--- src/rtl/programmable_clock_divider.sv ---
`timescale 1ns/1ps
// programmable_clock_divider
//
// Produces a registered, glitch-free divided clock from one source clock.
// The ratio N (output period = N source cycles) can be changed at run time
// through a valid/ready handshake. A new ratio is held in a single pending
// slot and only loaded on an output period boundary:
//   - at the end of the LOW phase while running, or
//   - on the next edge while stopped.
// Because of this, no runt high or low phase is ever emitted.
//
// A ratio below 2 stops the output low. A ratio of 1 is treated as stop, so
// the output never toggles at the source frequency.
//
// Configuration macro: CLOCK_DIVIDER_DUTY_CORRECTION_EN
//   Undefined (default):
//     For odd N the high phase is ceil(N/2) cycles and the low phase is
//     floor(N/2) cycles.
//   Defined:
//     For odd N the registered high phase is shortened to floor(N/2)
//     cycles. A falling-edge flop then stretches it by half a source
//     cycle, which gives an exact 50% duty cycle.
//
// Parameters:
//   DIVIDER_WIDTH  width of the ratio field (ratios 0 .. 2^DIVIDER_WIDTH-1)
//   RESET_DIVIDER  ratio loaded at reset (<2: output stopped after reset)
//
// Ports:
//   clock          source clock
//   resetn         asynchronous active-low reset
//   divider        requested ratio N
//   divider_valid  request to update the ratio
//   divider_ready  high when a request can be accepted (no ratio pending)
//   clock_out      divided clock, driven from flops only
//   active         high when the divider is not stopped
module programmable_clock_divider #(
  parameter int DIVIDER_WIDTH = 8,
  parameter int RESET_DIVIDER = 2
) (
  input  logic                     clock,
  input  logic                     resetn,
  input  logic [DIVIDER_WIDTH-1:0] divider,
  input  logic                     divider_valid,
  output logic                     divider_ready,
  output logic                     clock_out,
  output logic                     active
);

  localparam logic [1:0] ST_STOPPED = 2'd0;
  localparam logic [1:0] ST_HIGH    = 2'd1;
  localparam logic [1:0] ST_LOW     = 2'd2;

  localparam logic [DIVIDER_WIDTH-1:0] ONE         = DIVIDER_WIDTH'(1);
  localparam logic [DIVIDER_WIDTH-1:0] TWO         = DIVIDER_WIDTH'(2);
  localparam logic [DIVIDER_WIDTH-1:0] RESET_RATIO = DIVIDER_WIDTH'(RESET_DIVIDER);

  // A running reset ratio starts in LOW with the counter already expired,
  // so the first edge after release is a period boundary and raises the
  // output.
  localparam logic [1:0] RESET_STATE = (RESET_DIVIDER >= 2) ? ST_LOW : ST_STOPPED;

  logic [DIVIDER_WIDTH-1:0] cur_q, cur_d;
  logic [DIVIDER_WIDTH-1:0] pend_q, pend_d;
  logic                     pend_vld_q, pend_vld_d;
  logic [DIVIDER_WIDTH-1:0] cnt_q, cnt_d;
  logic [1:0]               state_q, state_d;
  logic                     clk_q, clk_d;

  logic                     boundary;
  logic [DIVIDER_WIDTH-1:0] next_ratio;

  // Registered high-phase length minus one, for ratio n >= 2.
  // half_lo + n[0] never overflows: for n = 2^W-1 it equals 2^(W-1).
  function automatic logic [DIVIDER_WIDTH-1:0] high_len_m1(
    input logic [DIVIDER_WIDTH-1:0] n
  );
    logic [DIVIDER_WIDTH-1:0] half_lo;
    logic [DIVIDER_WIDTH-1:0] half_hi;
    half_lo = n >> 1;
    half_hi = half_lo + {{(DIVIDER_WIDTH-1){1'b0}}, n[0]};
`ifdef CLOCK_DIVIDER_DUTY_CORRECTION_EN
    // For odd n, the negedge flop supplies the missing half cycle.
    return n[0] ? (half_lo - ONE) : (half_hi - ONE);
`else
    return half_hi - ONE;
`endif
  endfunction

  // Low-phase length minus one, for ratio n >= 2.
  function automatic logic [DIVIDER_WIDTH-1:0] low_len_m1(
    input logic [DIVIDER_WIDTH-1:0] n
  );
    logic [DIVIDER_WIDTH-1:0] half_lo;
    logic [DIVIDER_WIDTH-1:0] half_hi;
    half_lo = n >> 1;
    half_hi = half_lo + {{(DIVIDER_WIDTH-1){1'b0}}, n[0]};
`ifdef CLOCK_DIVIDER_DUTY_CORRECTION_EN
    return n[0] ? (half_hi - ONE) : (half_lo - ONE);
`else
    return half_lo - ONE;
`endif
  endfunction

  // A period boundary is either the last LOW cycle, or any cycle spent
  // stopped while a ratio is waiting.
  assign boundary   = ((state_q == ST_LOW) && (cnt_q == '0)) ||
                      ((state_q == ST_STOPPED) && pend_vld_q);
  assign next_ratio = pend_vld_q ? pend_q : cur_q;

  always_comb begin
    cur_d      = cur_q;
    pend_d     = pend_q;
    pend_vld_d = pend_vld_q;
    cnt_d      = cnt_q;
    state_d    = state_q;

    // Accept a request only when the slot is empty. A new request and the
    // clearing of the slot below can never happen in the same cycle.
    if (divider_valid && !pend_vld_q) begin
      pend_d     = divider;
      pend_vld_d = 1'b1;
    end

    if (boundary) begin
      if (pend_vld_q) begin
        cur_d      = pend_q;
        pend_vld_d = 1'b0;
      end
      if (next_ratio >= TWO) begin
        state_d = ST_HIGH;
        cnt_d   = high_len_m1(next_ratio);
      end else begin
        state_d = ST_STOPPED;
        cnt_d   = '0;
      end
    end else begin
      case (state_q)
        ST_HIGH: begin
          if (cnt_q == '0) begin
            state_d = ST_LOW;
            cnt_d   = low_len_m1(cur_q);
          end else begin
            cnt_d = cnt_q - ONE;
          end
        end
        ST_LOW: begin
          cnt_d = cnt_q - ONE;
        end
        ST_STOPPED: begin
          cnt_d = '0;
        end
        default: begin
          state_d = ST_STOPPED;
          cnt_d   = '0;
        end
      endcase
    end

    // The output flop follows the next state, so each output edge is
    // registered on the same edge as the decision that causes it.
    clk_d = (state_d == ST_HIGH);
  end

  always_ff @(posedge clock or negedge resetn) begin
    if (!resetn) begin
      cur_q      <= RESET_RATIO;
      pend_q     <= '0;
      pend_vld_q <= 1'b0;
      cnt_q      <= '0;
      state_q    <= RESET_STATE;
      clk_q      <= 1'b0;
    end else begin
      cur_q      <= cur_d;
      pend_q     <= pend_d;
      pend_vld_q <= pend_vld_d;
      cnt_q      <= cnt_d;
      state_q    <= state_d;
      clk_q      <= clk_d;
    end
  end

  assign divider_ready = !pend_vld_q;
  assign active        = (state_q != ST_STOPPED);

`ifdef CLOCK_DIVIDER_DUTY_CORRECTION_EN
  logic ext_q;

  // The negedge copy rises half a cycle after clk_q and falls half a cycle
  // after clk_q. Its high interval always overlaps the high interval of
  // clk_q, so the OR below has no glitch. The copy is enabled only for odd
  // ratios. Ratio loads happen while clk_q rises, and the first negedge
  // after a load already sees the new ratio.
  always_ff @(negedge clock or negedge resetn) begin
    if (!resetn) begin
      ext_q <= 1'b0;
    end else begin
      ext_q <= clk_q & cur_q[0];
    end
  end

  assign clock_out = clk_q | ext_q;
`else
  assign clock_out = clk_q;
`endif

endmodule
--- config.mk ---
export PLATFORM = sky130hd
export DESIGN_NAME = programmable_clock_divider
export DESIGN_NICKNAME = d
export VERILOG_FILES = /design/src/rtl/programmable_clock_divider.sv
export SDC_FILE = /design/constraint.sdc
export NUM_CORES = 1
export LEC_CHECK = 0
export BUFFER_PORTS_ARGS = -buffer_cell sky130_fd_sc_hd__buf_2
export CORE_MARGIN = 3
export CORE_UTILIZATION = 45
export CTS_CLUSTER_DIAMETER = 120
export DETAILED_ROUTE_END_ITERATION = 7
export MAX_ROUTING_LAYER = met4
export PLACE_DENSITY = 0.71
export SLEW_MARGIN = 20
export SYNTH_ARGS = -nofsm -noshare
export SYNTH_HDL_FRONTEND = slang
export SYNTH_SLANG_ARGS = --single-unit
--- constraint.sdc ---
create_clock -name clock -period 5.6 [get_ports clock]
set_input_delay 1.12 -clock clock [delete_from_list [all_inputs] [get_ports clock]]
set_output_delay 1.12 -clock clock [all_outputs]
set_load 0.02 [all_outputs]
Yosys cells after proc, flatten, opt, wreduce, memory -nomap -nowiden
Index checks and enable logic that the tools add are counted.
Storage, ports and cells
  register bits after elaboration: 28
Cells by class
  reductions and logical operators: 9
  add/sub/neg operators: 4
  muxes and demuxes: 12
  $lt $le $gt $ge: 1
  equality and inequality tests: 3
Operator list (count)
  $mux W8: 4
  $pmux W8 S2: 1
  $sub A8 B1 Y8 const B: 2
  $add A7 B1 Y8: 1
  $ge A8 B2 Y1 const B: 1
  $logic_not A8 Y1: 1
  $sub A7 B1 Y8 const B: 1
  $eq A2 B1 Y1 const B: 2
  $mux W1: 4
  $mux W2: 2
  $pmux W2 S2: 1
  $logic_and A1 B1 Y1: 3
  $eq A2 B2 Y1 const B: 1
  $logic_not A2 Y1: 1
  $reduce_bool A2 Y1: 1
  $reduce_or A2 Y1: 1
  $logic_not A1 Y1: 1
  $logic_or A1 B1 Y1: 1

Longest topological paths before layout
Gate-level depths: netlist (run 1).
  depth after elaboration: 5
  depth in mapped cells: 9
  depth with buffers taken out: 8

Worst setup path after synthesis (run 1)
Ideal clock, no wire load.
  path type: reg2out
  start: register state_q[1]
  end: output port active
  stages on the path, launching flop included: 4
  slack: 3.557 ns
  data required time: 4.480 ns
  arrival: 0.923 ns
  cell sequence: dfstp_2 > inv_1 > ha_1 > inv_1
Between the ends
  word-level cells in the longest chain between the ends: 1
RTL lines
  start, declared: RTL line 66  | logic [1:0] state_q, state_d;
  start signal, assigned: RTL line 177  | state_q <= state_d;
  $reduce_bool A2 Y1: RTL line 183  | assign active = (state_q != ST_STOPPED);
  end, declared: RTL line 46  | output logic active
Every way passes these cells.

Final worst setup path (run 1)
  start: register pend_vld_q
  end: output port divider_ready
Between the ends
  word-level cells in the longest chain between the ends: 1
RTL lines
  start, declared: RTL line 64  | logic pend_vld_q, pend_vld_d;
  start signal, assigned: RTL line 175  | pend_vld_q <= pend_vld_d;
  $logic_not A1 Y1: RTL line 182  | assign divider_ready = !pend_vld_q;
  end, declared: RTL line 44  | output logic divider_ready,
Every way passes these cells.

==> results by group, run 1 <==
Drt
  • Via Count: around 1300
  • Post-Route WL: about 3500 microns
  • Residual DRC: 0
  • Drt first pass iters: 6
  • Via density: approximately 5.5
  • Iteration-0 DRC Markers: 23
  • Wire length per cell: 14.97 microns
  • Routed Antenna Nets: 0

Yosys
  • Largest family of logic cells by synthesized area: simple AND/OR/NAND/NOR gates
  • Synthesized cell area: 0.001831 sq mm
  • Simple-Gate Fraction of Synth Area: 0.1805
  • Area fraction in compound gates after synthesis: 0.1265
  • Main synth FF type: dfrtp_1
  • Adder-Cell Fraction of Synth Area: 0.06152
  • Synthesized area per cell: 10.46 sq um
  • Net Count, Synth: between 150 and 200
  • Number of flops mapped to enable cells by yosys: 0
  • Sequential share of the synthesized area: 0.3841
  • Yosys warnings: 0
  • Distinct cell type count after synthesis: 46
  • Asr flop ratio synth: 1.000
  • Xor/xnor cell area share of the yosys netlist: 0.06220
  • Cells after synthesis: 175
  • Post-synthesis mux area share: 0.1388
  • FF+latch count, synth: 28

Clock tree
  • CTS Buf Count: 3
  • Clock Pin Slew Worst Setup and Hold Paths: 0.09 ns
  • Cells resized by post-CTS repair: 0
  • Worst skew pair latency: 0.27 ns
  • CTS tree: yes
  • Maximum clock path buffer count: 2
  • Clk sinks: 28
  • CTS Hold Bufs: 0
  • Setup repair bufs after CTS: 0
  • Max H-tree Level: 1
  • Root Driver: clkbuf_8

Setup path
  • Startpoint Class: register
  • Worst Setup Path Type: register to output port
  • Reg-to-reg slack, setup: 3.26 ns
  • Reg2reg start: pend_vld_q$_DFF_PN0_
  • Required time worst endpoint: 4.48 ns
  • R2r endpoint: clock_out$_DFF_PN0_
  • Worst-path maximum fanout: 16
  • Cell count of the worst reg-to-reg path: 6
  • CP arrival: 1.47 ns
  • Critical Path End Type: output port
  • Max incr delay on CP: 0.75 ns
  • Critical path, cell by cell: inv_1 > buf_2
  • Slowest stage cell, crit path: dfrtp_1
  • Delay-heaviest family, CP: flip-flops
  • Worst path buffer plus inverter count: 2

Global routing
  • Largest net degree at the start of global routing: 29
  • Number of global-route vias before repair: 1397
  • Initial antenna violation count: 0
  • First-pass GRT wire length: 6430 microns
  • GRT Util Overall: 0.1634
  • GRT Residual Overflow: 0

STA
  • Measured slew at the worst slew-check pin: 0.7161 ns
  • Final worst path period share: 0.4627
  • RSZ-0062 raised after global routing: no
  • Final hold viol count: 0
  • Final setup fails: 0
  • Skew final: 0.002161 ns
  • Fin crit period: 2.591 ns
  • PnR worst setup slack: 3.009 ns
  • Max Fclk: 386.0 MHz
  • Slew Limit Fails: 0
  • Setup TNS: 0 ns
  • Slew headroom: 0.5216

Placed design
  • GPL Wtd Cong: between 0.8 and 0.9
  • Dpl hpwl: 2745 microns
  • Input/output buffers: 13
  • Worst slack at placement: roughly 3.3 ns

Floorplan
  • Core box area: between 0.003 and 0.004 sq mm
  • Die ar.: 0.004869 sq mm
  • I/O pin cnt: 14
  • Rows: 22
  • Initial core utilization: 0.4819
  • Horiz. Die Dim: 69.78 microns
  • Die Ht: 69.78 microns

Status
  • Status: complete, no violations

Cells and area
  • Synth-to-Final Area Change: 7.519%
  • Post-layout net count: 209
  • # diodes: 0
  • Most frequent cells in the layout: 26 x dfrtp_1, 15 x inv_1, 15 x mux2_2
  • Ratio of cells with drive above 1 in the final layout: 0.2353
  • Most common cell after layout, fill and taps aside: dfrtp_1

Run
  • MaxCap Viol Count: 0

Power and ir drop
  • PwrDens: 630.0 mW/mm^2
  • Peak supply drop: 0.0003530 V
  • Overall power: roughly 1.2 mW
  • Leak: 0.8715 nW

Hold path
  • Hold Path End: cur_q[1]$_DFFE_PN1N_
  • Hold path cells: 2
  • Hold wc startpoint: cur_q[1]$_DFFE_PN1N_
  • Hold crit path type: register to register
## synth_stat cells, types with 2 or more instances
cell type / instances / area, sq um
dfrtp_1: 26 / 650.6
inv_1: 15 / 56.30
mux2_2: 15 / 168.9
nor2_1: 14 / 52.55
a21oi_1: 9 / 45.04
ha_1: 9 / 112.6
xnor2_1: 8 / 70.07
mux2i_1: 7 / 70.07
nand3_1: 6 / 30.03
nor3_1: 6 / 30.03
nand2_1: 5 / 18.77
o22ai_1: 5 / 31.28
xor2_1: 5 / 43.79
o21ai_0: 4 / 20.02
and2_1: 3 / 18.77
buf_2: 2 / 10.01
dfstp_2: 2 / 52.55
nand2b_1: 2 / 12.51
nand3b_1: 2 / 15.01
nor4_1: 2 / 12.51
or3_1: 2 / 12.51
or4_4: 2 / 22.52
## tightest hold or removal path: cells and delay by family (launching register included)
family | cells | cell delay, ns
flops | 1 | 0.40
buf+inv | 1 | 0.07
compound gates | 1 | 0.06
## where the power goes
part | internal (mW) | switching [mW] | leakage, nW
logic | 0.333 | 0.362 | 0.511
clock network | 0.0483 | 0.0589 | 0.0216
registers | 0.300 | 0.137 | 0.339
## kinds of logic (layout without fill, tap and decap cells)
| family | after synthesis | after routing |
|---|---|---|
| and+or+nand+nor | 53 | 53 |
| AOI/OAI and AO/OA | 30 | 30 |
| DFF | 28 | 28 |
| muxes | 23 | 23 |
| buffers and inverters | 19 | 31 |
| xor gates and xnor gates | 13 | 13 |
| adders and majority gates | 9 | 9 |
## through the flow
stage	area, sq um	utilization	hold WS [ns]	instances
6_report	1968	0.5181	0.5271	235
3_5_place_dp	1927	0.5072	0.5155	232
3_3_place_gp	1927	0.5072	0.4973	232
4_1_cts	1968	0.5181	0.5299	235
2_1_floorplan	1831	-	0.4749	175
5_1_grt	1968	0.5181	0.5574	235
## worst max-delay path by stage
stage,slack (ns),cells past startpoint,endpoint,from
final,3.01,2,divider_ready,pend_vld_q$_DFF_PN0_
after global routing,2.94,2,divider_ready,pend_vld_q$_DFF_PN0_
after CTS,3.00,2,divider_ready,pend_vld_q$_DFF_PN0_
after detailed placement,3.26,6,clock_out$_DFF_PN0_,pend_vld_q$_DFF_PN0_
after global placement,3.29,3,pend_q[7]$_DFFE_PN0P_,divider_valid
after floorplan,3.56,3,active,state_q[1]$_DFF_PN1_
## registers in the layout, summed over array words and instances (netlist names)
name and count:
cur_q 8, cnt_q 8, clock_out 1, state_q 2
pend_q 8, pend_vld_q 1
## routing by layer
layer  global-route usage  routed length (microns)
met3              0.02319                      103
met1               0.2129                     1646
met2               0.2676                     1739
met5                    -                        0
met4              0.04255                       29
## area by class of cell
type,instances,area (sq um)
well taps,48,60.06
fillers,372,1831
clock buffers,3,41.29
multi-input cells,128,1042
inverters,15,56.30
flip-flops and latches,28,703.2
repair buffers,13,65.06
Note: power is estimated with default switching activity, not from simulation.
==> run 2: changes to the inputs <==
--- a/config.mk
+++ b/config.mk
@@ -11,7 +11,7 @@
 export CTS_CLUSTER_DIAMETER = 120
 export DETAILED_ROUTE_END_ITERATION = 7
 export MAX_ROUTING_LAYER = met4
-export PLACE_DENSITY = 0.71
+export PLACE_DENSITY = 0.73
 export SLEW_MARGIN = 20
 export SYNTH_ARGS = -nofsm -noshare
 export SYNTH_HDL_FRONTEND = slang
==> constraint.sdc (replaced) <==
create_clock -name clock -period 2.2 [get_ports clock]
set_input_delay 0.44 -clock clock [delete_from_list [all_inputs] [get_ports clock]]
set_output_delay 0.44 -clock clock [all_outputs]
set_load 0.02 [all_outputs]
==> run 2 against run 1 <==
Effect of this change:
- setup slack got worse by 2.9 ns
- utilization increased by 2.0 points
- final cell count increased by 3.0%
- hold slack got worse by 0.36 ns
- non-clock buffer count increased by 6
- via count increased by 2.5%
- clock-buffer cell count unchanged
- register-to-register slack got worse by 3.1 ns
- clock power increased to 3.8 times the previous value
- wire length increased by 1.5%
==> results by group, run 2 (same netlist as run 1, synthesis figures left out) <==
Placed design
  • GPL Wtd Cong: approximately 0.82
  • Worst slack at placement: 0.1455 ns
  • Input/output buffers: 13
  • Placed Cells: 238
  • Dpl hpwl: about 2700 microns

Setup path
  • Worst-path maximum fanout: 9
  • CP arrival: 2.24 ns
  • Critical path, cell by cell: inv_1 > ha_1 > nor4b_4 > a41oi_4 > buf_4 > a21o_4 > o21ai_2 > a21boi_1
  • Required time worst endpoint: 2.40 ns
  • Worst path buffer plus inverter count: 2
  • Delay-heaviest family, CP: compound AO/OA/AOI/OAI gates
  • Startpoint Class: register
  • Critical Path End Type: register
  • Slowest stage cell, crit path: dfrtp_1
  • Worst Setup Path Type: register to register
  • Max incr delay on CP: 0.42 ns

Clock tree
  • Maximum clock path buffer count: 2
  • CTS Buf Count: 3
  • Worst skew pair latency: around 0.28 ns
  • CTS tree: yes
  • CTS Hold Bufs: 0
  • Root Driver: clkbuf_8
  • Cells resized by post-CTS repair: 0
  • Setup repair bufs after CTS: 0
  • Max H-tree Level: 1
  • Clock Pin Slew Worst Setup and Hold Paths: 0.10 ns
  • Clk sinks: 28

Run
  • MaxCap Viol Count: 0

Cells and area
  • Post-layout net count: 215
  • Synth-to-Final Area Change: 11.62%
  • FILL cells: approximately 350
  • Top flop regs: cnt_q: 8 flops, cur_q: 8 flops, pend_q: 8 flops
  • Ratio of cells with drive above 1 in the final layout: 0.2629
  • Most frequent cells in the layout: 26 x dfrtp_1, 15 x inv_1, 15 x mux2_2
  • Post-Layout Cell Count: 242
  • Most common cell after layout, fill and taps aside: dfrtp_1
  • # diodes: 0

Drt
  • Routed Antenna Nets: 0
  • Iteration-0 DRC Markers: 72
  • Wire length per cell: 14.75 microns
  • Post-Route WL: 3570 microns
  • Residual DRC: 0
  • Via Count: 1329
  • Drt first pass iters: 4
  • Via density: 5.492

STA
  • Final worst path period share: 0.9292
  • Final hold viol count: 0
  • Skew final: 0.006101 ns
  • Measured slew at the worst slew-check pin: 0.6204 ns
  • Fin crit period: between 2 and 2.5 ns
  • RSZ-0062 raised after global routing: no
  • Slew headroom: 0.5864
  • PnR worst setup slack: 0.1558 ns
  • Max Fclk: a little under 500 MHz
  • Setup TNS: 0 ns
  • Final setup fails: 0
  • Slew Limit Fails: 0

Floorplan
  • Core box area: approximately 0.0038 sq mm
  • Initial core utilization: 0.4819
  • Die Ht: 69.78 microns
  • Horiz. Die Dim: 69.78 microns
  • Die ar.: just under 0.005 sq mm
  • I/O pin cnt: 14
  • Rows: 22

Status
  • Status: complete, no violations

Global routing
  • GRT Util Overall: 0.1696
  • Initial antenna violation count: 0
  • First-pass GRT wire length: 6624 microns
  • GRT Residual Overflow: 0
  • Number of global-route vias before repair: between 1000 and 1500
  • Largest net degree at the start of global routing: 29
  • Busiest grt layer: met2
  • Met3 Usage GRT: 0.04058
  • Met2 usage: 0.2676
  • GR Util met1: 0.2233

Power and ir drop
  • Overall power: 3.381 mW
  • PwrDens: 1655 mW/mm^2
  • Leak: 0.9144 nW
  • Peak supply drop: 0.0008436 V

Hold path
  • Hold crit path type: primary input to asynchronous set/reset pin
==> run 2: cell count changes in the layout (fill, tap and decap cells not counted) <==
cell,before,now
buf_4,0,6
bufinv_16,0,1
==> run 2: report_power, final <==
group / internal (mW) / switching (mW)
sequential: 0.764 / 0.298
clock: 0.244 / 0.161
combinational: 0.921 / 0.993
total: 1.93 / 1.45
==> run 2: through the flow <==
step / area [sq um] / hold WS [ns] / util
floorplan: 1831 / 0.1444 / -
global placement: 1972 / 0.4974 / 0.5191
detailed placement: 1972 / 0.5041 / 0.5191
CTS: 2043 / 0.1875 / 0.5379
global route: 2043 / 0.2048 / 0.5379
finish: 2043 / 0.1684 / 0.5379
==> run 2: path summary, 6_finish.rpt <==
check / start / to / slack [ns] / depth (start not counted)
hold reg to reg: cur_q[0]$_DFFE_PN0N_ / cur_q[0]$_DFFE_PN0N_ / 0.54 / 2
setup reg to reg: cnt_q[0]$_DFF_PN0_ / clock_out$_DFF_PN0_ / 0.16 / 8
hold / removal: resetn / cur_q[2]$_DFFE_PN0N_ / 0.17 / 1
min in group clock: divider[0] / pend_q[0]$_DFFE_PN0P_ / 0.39 / 2
setup / recovery: cnt_q[0]$_DFF_PN0_ / clock_out$_DFF_PN0_ / 0.16 / 8
max in group asynchronous: resetn / cnt_q[5]$_DFF_PN0_ / 1.63 / 1
==> run 2: area by class of cell <==
type / count / area, sq um / share of cell area
well taps: 48 / 60.06 / 0.02939
clock inverters: 1 / 30.03 / 0.01470
inverters: 15 / 56.30 / 0.02756
repair buffers: 19 / 110.1 / 0.05389
flip-flops and latches: 28 / 703.2 / 0.3442
multi-input cells: 128 / 1042 / 0.5101
clock buffers: 3 / 41.29 / 0.02021
==> run 2: layer usage <==
metal  vias up  routed length [microns]
li1        663                        -
met1       636                     1670
met2        28                     1670
met3         2                      203
met4         0                       25
met5         -                        0
==> run 3: changes to the inputs <==
--- a/config.mk
+++ b/config.mk
@@ -6,12 +6,14 @@
 export NUM_CORES = 1
 export LEC_CHECK = 0
 export BUFFER_PORTS_ARGS = -buffer_cell sky130_fd_sc_hd__buf_2
+export CELL_PAD_IN_SITES_DETAIL_PLACEMENT = 0
+export CELL_PAD_IN_SITES_GLOBAL_PLACEMENT = 2
 export CORE_MARGIN = 3
-export CORE_UTILIZATION = 45
+export CORE_UTILIZATION = 35
 export CTS_CLUSTER_DIAMETER = 120
 export DETAILED_ROUTE_END_ITERATION = 7
 export MAX_ROUTING_LAYER = met4
-export PLACE_DENSITY = 0.73
+export PLACE_DENSITY = 0.83
 export SLEW_MARGIN = 20
 export SYNTH_ARGS = -nofsm -noshare
 export SYNTH_HDL_FRONTEND = slang
==> run 3 against run 2 <==
Effect of this change:
- flip-flop and latch count stayed put
- non-clock buffer count grew 5
- utilization fell by 11 points
- maximum frequency decreased by 2.6%
- first-iteration DRC count grew 5.6%
- final cell count is 9.9% higher
- register-to-register slack got worse by 0.06 ns
- combinational power rose by 5%
- sequential share of layout area shrank 1.1 points
- setup slack worse by 0.055 ns
- largest power group unchanged
==> results by group, run 3 (same netlist as run 1, synthesis figures left out) <==
Placed design
  • Input/output buffers: 13
  • Dpl hpwl: 3072 microns
  • GPL Wtd Cong: ~0.84
  • Area after DPL: 0.001988 sq mm

Setup path
  • Max incr delay on CP: 0.56 ns
  • Worst path buffer plus inverter count: 2
  • Critical path, cell by cell: inv_1 > ha_1 > and2_1 > a41oi_4 > buf_4 > and2_1 > o21ai_0 > o32ai_1
  • Required time worst endpoint: between 2 and 2.5 ns
  • Slowest stage cell, crit path: dfstp_2
  • Delay-heaviest family, CP: compound AO/OA/AOI/OAI gates
  • CP arrival: between 2 and 2.5 ns
  • Most used cell, CP: and2_1
  • Worst Setup Path Type: register to register
  • Critical Path End Type: register
  • Worst-path maximum fanout: 4
  • Startpoint Class: register

Cells and area
  • FF/Latch Area: 703.2 sq um
  • Ratio of cells with drive above 1 in the final layout: 0.2864
  • Synth-to-Final Area Change: 15.31%
  • Most frequent cells in the layout: 26 x dfrtp_1, 15 x inv_1, 15 x mux2_2
  • FILL cells: between 400 and 500
  • # diodes: 0
  • Post-layout net count: 220
  • Top flop regs: cnt_q: 8 flops, cur_q: 8 flops, pend_q: 8 flops
  • Most common cell after layout, fill and taps aside: dfrtp_1
  • Multi-input logic area: 0.001045 sq mm
  • Post-route cell area: 0.002111 sq mm

Clock tree
  • Clock Pin Slew Worst Setup and Hold Paths: 0.10 ns
  • Root Driver: clkbuf_8
  • Worst skew pair latency: roughly 0.27 ns
  • Clk sinks: 28
  • Maximum clock path buffer count: 2
  • CTS tree: yes
  • Max H-tree Level: 1
  • CTS Buf Count: 3

STA
  • Final setup fails: 0
  • Final worst path period share: 0.9543
  • Slew Limit Fails: 0
  • Max Fclk: 476.3 MHz
  • Final hold viol count: 0
  • WHS: 0.1670 ns
  • Slew headroom: 0.5926
  • Skew final: 0.002608 ns
  • Measured slew at the worst slew-check pin: roughly 0.61 ns
  • Fin crit period: about 2.1 ns

Global routing
  • Largest net degree at the start of global routing: 29
  • First-pass GRT wire length: between 6000 and 7000 microns
  • Number of global-route vias before repair: between 1000 and 1500
  • Initial antenna violation count: 0
  • GRT Util Overall: 0.1423
  • GRT Residual Overflow: 0

Drt
  • Wire length per cell: 14.50 microns
  • Residual DRC: 0
  • Drt first pass iters: 4
  • Via density: 5.086
  • Post-Route WL: 3857 microns
  • Routed Antenna Nets: 0
  • Iteration-0 DRC Markers: 76
  • Via Count: 1353

Power and ir drop
  • Leak: 0.9374 nW
  • Peak supply drop: roughly 0.00062 V
  • PwrDens: 1648 mW/mm^2

Floorplan
  • Die ar.: between 0.006 and 0.007 sq mm
  • I/O pin cnt: 14
  • Core box area: 0.004880 sq mm
  • Rows: 25
  • Die Ht: 78.32 microns
  • Initial core utilization: 0.3751
  • Horiz. Die Dim: 78.32 microns

Run
  • MaxCap Viol Count: 0

Hold path
  • Hold crit path type: primary input to asynchronous set/reset pin

Status
  • Status: complete, no violations
==> run 3: layout make-up <==
| class | instances | share of cell area |
|---|---|---|
| clock buffers | 3 | 0.01956 |
| clock inverters | 1 | 0.01423 |
| inverters | 15 | 0.02667 |
| multi-input cells | 128 | 0.4950 |
| flip-flops and latches | 28 | 0.3331 |
| well taps | 67 | 0.03972 |
| repair buffers | 24 | 0.07173 |
==> run 3: per-stage QoR <==
stage / instances / setup slack [ns] / utilization / setup TNS [ns] / power, mW
final: 266 / 0.1005 / 0.4326 / 0 / 3.479
after floorplan: 175 / 0.2737 / - / 0 / 2.513
after detailed placement: 256 / 0.09098 / 0.4074 / 0 / 2.984
after global placement: 256 / 0.1133 / 0.4074 / 0 / 2.961
after CTS: 260 / 0.03569 / 0.4221 / 0 / 3.411
after global routing: 266 / -0.01383 / 0.4326 / -0.01383 / 3.808
==> run 3: where the power goes <==
part | switching [mW] | internal [mW] | total [mW]
clock network | 0.162 | 0.244 | 0.406
logic | 1.02 | 0.987 | 2.01
registers | 0.298 | 0.764 | 1.06
==> run 3: worst paths after layout <==
path,cells past startpoint,endpoint,slack [ns],startpoint
worst min-delay path,1,pend_q[7]$_DFFE_PN0P_,0.17,resetn
worst min register to register,1,pend_q[0]$_DFFE_PN0P_,0.52,pend_q[0]$_DFFE_PN0P_
min in group clock,2,pend_q[0]$_DFFE_PN0P_,0.39,divider[0]
max in group asynchronous,1,cnt_q[5]$_DFF_PN0_,1.64,resetn
worst max register to register,8,cnt_q[6]$_DFF_PN0_,0.10,state_q[1]$_DFF_PN1_
worst max-delay path,8,cnt_q[6]$_DFF_PN0_,0.10,state_q[1]$_DFF_PN1_
==> run 3: what timing repair did <==
| item | in CTS | in global routing |
|---|---|---|
| resized for setup | 0 | 2 |
| hold buffers | 0 | 0 |
| setup endpoints to repair | 0 | 8 |
| setup buffers | 0 | 6 |
==> run 3: layer usage <==
layer  GRT usage  vias up  part of all wire
met5           -        -                 0
met4     0.02797        0            0.0088
met3     0.02064        4             0.019
met2      0.2295       17              0.48
met1      0.1924      658              0.49
li1            -      674                 -
